**config.mk**
```make
export PLATFORM = sky130hd
export DESIGN_NAME = piso_bit_serializer
export DESIGN_NICKNAME = d
export VERILOG_FILES = /design/src/rtl/piso_bit_serializer.sv
export SDC_FILE = /design/constraint.sdc
export NUM_CORES = 1
export LEC_CHECK = 0
export CORE_MARGIN = 8
export CORE_UTILIZATION = 35
export DETAILED_ROUTE_END_ITERATION = 16
export GPL_ROUTABILITY_DRIVEN = 1
export MAX_ROUTING_LAYER = met4
export PLACE_DENSITY = 0.69
export SETUP_SLACK_MARGIN = 0.02
export SYNTH_ARGS = -nofsm -noshare
export SYNTH_HDL_FRONTEND = slang
export SYNTH_SLANG_ARGS = --single-unit
```
**constraint.sdc**
```tcl
create_clock -name clk -period 1.65 [get_ports clk]
set_clock_uncertainty 0.15 [all_clocks]
set_input_delay 0.165 -clock clk [delete_from_list [all_inputs] [get_ports clk]]
set_output_delay 0.165 -clock clk [all_outputs]
set_load 0.005 [all_outputs]
```
**src/rtl/piso_bit_serializer.sv**
```systemverilog
// Parallel-in/serial-out bit serializer with a valid/ready word input and a
// gap-free serial output; the line idles at IDLE_BIT between words.
module piso_bit_serializer #(
  parameter int WIDTH     = 8,
  parameter bit MSB_FIRST = 1'b1,
  parameter bit IDLE_BIT  = 1'b1
) (
  input  logic             clk,
  input  logic             rst,
  input  logic [WIDTH-1:0] in_data,
  input  logic             in_valid,
  output logic             in_ready,
  output logic             ser_out,
  output logic             ser_valid,
  output logic             ser_last,
  output logic             busy
);

  localparam int CW = $clog2(WIDTH);
  localparam logic [CW-1:0] CNT_LAST = CW'(WIDTH - 1);
  localparam logic [CW-1:0] CNT_PRE  = CW'(WIDTH - 2);

  typedef enum logic [0:0] {
    IDLE  = 1'b0,
    SHIFT = 1'b1
  } state_t;

  state_t           state;
  logic [WIDTH-1:0] sreg;
  logic [CW-1:0]    cnt;

  logic             at_end;
  logic             accept;
  logic             first_bit;
  logic             next_bit;
  logic [WIDTH-1:0] load_rest;
  logic [WIDTH-1:0] shift_rest;

  // sreg holds only the bits not yet driven, since the first bit leaves on the load edge
  always_comb begin
    at_end   = (state == SHIFT) && (cnt == CNT_LAST);
    in_ready = (state == IDLE) || at_end;
    accept   = in_valid && in_ready;
    if (MSB_FIRST) begin
      first_bit  = in_data[WIDTH-1];
      load_rest  = in_data << 1;
      next_bit   = sreg[WIDTH-1];
      shift_rest = sreg << 1;
    end else begin
      first_bit  = in_data[0];
      load_rest  = in_data >> 1;
      next_bit   = sreg[0];
      shift_rest = sreg >> 1;
    end
  end

  // Control state, shift register, bit counter and registered serial outputs
  always_ff @(posedge clk) begin
    if (rst) begin
      state     <= IDLE;
      sreg      <= '0;
      cnt       <= '0;
      ser_out   <= IDLE_BIT;
      ser_valid <= 1'b0;
      ser_last  <= 1'b0;
    end else begin
      case (state)
        IDLE: begin
          if (accept) begin
            state     <= SHIFT;
            sreg      <= load_rest;
            cnt       <= '0;
            ser_out   <= first_bit;
            ser_valid <= 1'b1;
            ser_last  <= 1'b0;
          end else begin
            ser_out   <= IDLE_BIT;
            ser_valid <= 1'b0;
            ser_last  <= 1'b0;
          end
        end
        SHIFT: begin
          if (at_end && accept) begin
            sreg      <= load_rest;
            cnt       <= '0;
            ser_out   <= first_bit;
            ser_valid <= 1'b1;
            ser_last  <= 1'b0;
          end else if (at_end) begin
            state     <= IDLE;
            cnt       <= '0;
            ser_out   <= IDLE_BIT;
            ser_valid <= 1'b0;
            ser_last  <= 1'b0;
          end else begin
            sreg      <= shift_rest;
            cnt       <= cnt + CW'(1);
            ser_out   <= next_bit;
            ser_valid <= 1'b1;
            ser_last  <= (cnt == CNT_PRE);
          end
        end
        default: begin
          state     <= IDLE;
          cnt       <= '0;
          ser_out   <= IDLE_BIT;
          ser_valid <= 1'b0;
          ser_last  <= 1'b0;
        end
      endcase
    end
  end

  assign busy = (state == SHIFT);

endmodule

```
==> flow_metrics.py <==
metrics = {
    "final_layout": {
        "n_antenna_cell": 0,
        "drive_gt1_share_pct": 30.9,
        "num-fill-cells": 165,
        "final_nets": 96,
        "final_util_pct": 51.6,
        "area_growth_pct": 40.8,
    },
    "die": {
        "die_x_microns": 58.3,
        "fp.dieH_microns": 58.3,
        "die-area_sq_um": 3400,
        "num_rows": 15,
        "core_area_sq_um": 1710,
        "start_util_pct": 36.6,
        "ios": 16,
    },
    "sta": {
        "worst_slew_margin_rel_pct": 87.6,
        "whs_ps": 363,
        "max_freq_mhz": 616,
        "worst_slew_pin_slew_ps": 180,
        "finalCriticalPeriod_ps": 1620,
        "period_share_pct": 98.3,
        "hold_viol": 0,
        "rsz0062_at_grt": "yes",
        "drv_slew": 0,
        "setup_viol": 0,
        "setup_ws_ps": 27.7,
    },
    "clock_tree": {
        "cts_sinks": 13,
        "cts_tree": "built",
        "cts_buffers": 3,
        "clockBufferDepth": 2,
        "cts_hold_buf": 0,
        "insertion_delay_ps": 270,
        "h-tree-depth": 1,
        "clk_pin_slew_ps": 80,
        "root_buffer": "clkbuf_4",
        "cts_setup_buffers": 0,
    },
    "synth": {
        "avgSynthCellArea_sq_um": 10.4,
        "synth.area.top_cells": "dfxtp_1 42%, a211oi_2 12%, mux2i_1 11%",
        "synth_area_sq_um": 626,
        "yosys_warnings": 0,
        "post-synth-top-area-fraction_pct": 41.6,
        "synth_fp_nets": 74,
        "synth_area_leader_cell": "dfxtp_1",
        "netlist_instances": 60,
        "yosys_register_bits": 13,
        "synth_cell_types": 18,
        "synth.yosys.seq_area_share_pct": 41.6,
    },
    "global_routing": {
        "track_usage_pct": 7.52,
        "grt_pass1_vias": 461,
        "overflow": 0,
        "grt_max_degree": 15,
        "antenna_found_initial": 0,
        "grt_pass1_wl_mm": 1.93,
    },
    "worst_setup_path": {
        "crit_type": "reg -> out",
        "critPathMaxFanout": 2,
        "cp-start-kind": "register",
        "worst-endpoint-arrival_ps": 1310,
        "end_kind": "output port",
        "cp.required_ps": 1330,
        "r2r_cells": 7,
    },
    "power_and_ir_drop": {
        "power.density_nw_per_um2": 771,
        "vdd_drop_max_uv": 504,
        "p_total_mw": 0.680,
        "p_leak_nw": 0.356,
    },
    "placement": {
        "hpwl_microns": 871,
        "post-place-ws_ps": -52.5,
        "io_buffers": 15,
        "place.gp.congestion": 0.804,
    },
    "detailed_routing": {
        "drc": 0,
        "drt_iter0_markers": 12,
        "ant_nets": 0,
        "first_pass_iters": 3,
        "vias_per_cell": 4.49,
        "wirelength_mm": 1.26,
        "num_vias": 476,
        "wl_per_cell_microns": 11.9,
    },
    "status": {
        "status": "complete, no violations",
    },
    "hold_path": {
        "min_path_type": "reg -> reg",
        "whs_path_depth": 2,
    },
    "job": {
        "drv_cap": 0,
    },
}
stage by stage:
step	instances	TNS (ps)	area, sq um
2_1_floorplan	60	0	626
3_3_place_gp	102	-35.9	825
3_5_place_dp	102	-52.5	825
4_1_cts	106	0	860
6_report	106	0	881
5_1_grt	106	-22.3	881
power breakdown:
part / internal, mW / switching [mW]
clock: 0.0937 / 0.108
sequential: 0.334 / 0.0133
combinational: 0.0765 / 0.0541
total: 0.505 / 0.175
critical path, cell delays in order, from the launching register on:
cell     delay (ps)
dfxtp_2         340
ha_4            160
ha_4            140
and2b_4         250
inv_4            30
buf_6           100
final timing paths:
| kind | startpoint | endpoint | slack, ps |
|---|---|---|---|
| min | cnt[2] | ser_last | 360 |
| max reg2reg | cnt[0] | sreg[5] | 90 |
| max | cnt[0] | in_ready | 30 |
| min reg2reg | cnt[2] | ser_last | 360 |
cell families (layout without fill, tap and decap cells):
logic type | after synthesis | in the layout | synth area share (%)
multiplexers | 7 | 7 | 11.2
adder cells (fa/ha/maj) | 3 | 3 | 6.00
AO/OA/AOI/OAI | 10 | 10 | 15.6
buffers and inverters | 7 | 28 | 8.60
flip-flops | 13 | 13 | 41.6
AND/OR/NAND/NOR | 20 | 20 | 17.0
registers in the layout, indices dropped and copies added (netlist names):
signal,count
busy,1
cnt,3
ser_last,1
ser_out,1
sreg,7
cell type report:
type	count	area [sq um]	area share [%]
repair buffers	21	209	23.7
multi-input cells	40	337	38.2
flip-flops and latches	13	264	30.0
inverters	3	13.8	1.56
clock buffers	4	26.3	2.98
well taps	25	31.3	3.55
cell usage in the layout, fill, tap and decap left out:
cell type,n
clkdlybuf4s50_1,14
nor2_1,11
dfxtp_1,10
mux2i_1,7
a211oi_2,6
buf_4,5
nor3b_1,4
a21oi_1,3
dfxtp_2,3
clkbuf_4,3
inv_1,2
ha_4,2
and2b_4,1
inv_4,1
nor2_2,1
nor3_1,1
o21bai_1,1
nand2_1,1
nor3_2,1
ha_1,1
clkbuf_1,1
buf_6,1
buf_12,1
Yosys cell counts:
master,number
inv_4,1
a21oi_1,3
nor2_2,1
a211oi_2,6
nor2_1,11
mux2i_1,7
nor3_1,1
and2b_4,1
inv_1,2
nor3b_1,4
dfxtp_1,13
o21bai_1,1
ha_1,3
buf_2,1
nand2_1,1
nor3_2,1
buf_4,2
buf_12,1
layer usage:
layer	GRT usage, %	vias to the layer above	share of wire [%]	wire, microns
li1	-	248	-	-
met1	7.82	214	48	600
met2	11.2	10	45	565
met3	2.21	4	4.7	59
met4	6.99	0	2.8	35
met5	-	-	0	0
timing repair:
item	4_1_cts	5_1_grt
endpoints found under the setup margin	1	5
pin swaps	1	1
resized for setup	9	3
hold endpoints to repair	0	0
No activity file was read; power rests on OpenSTA's default activity.
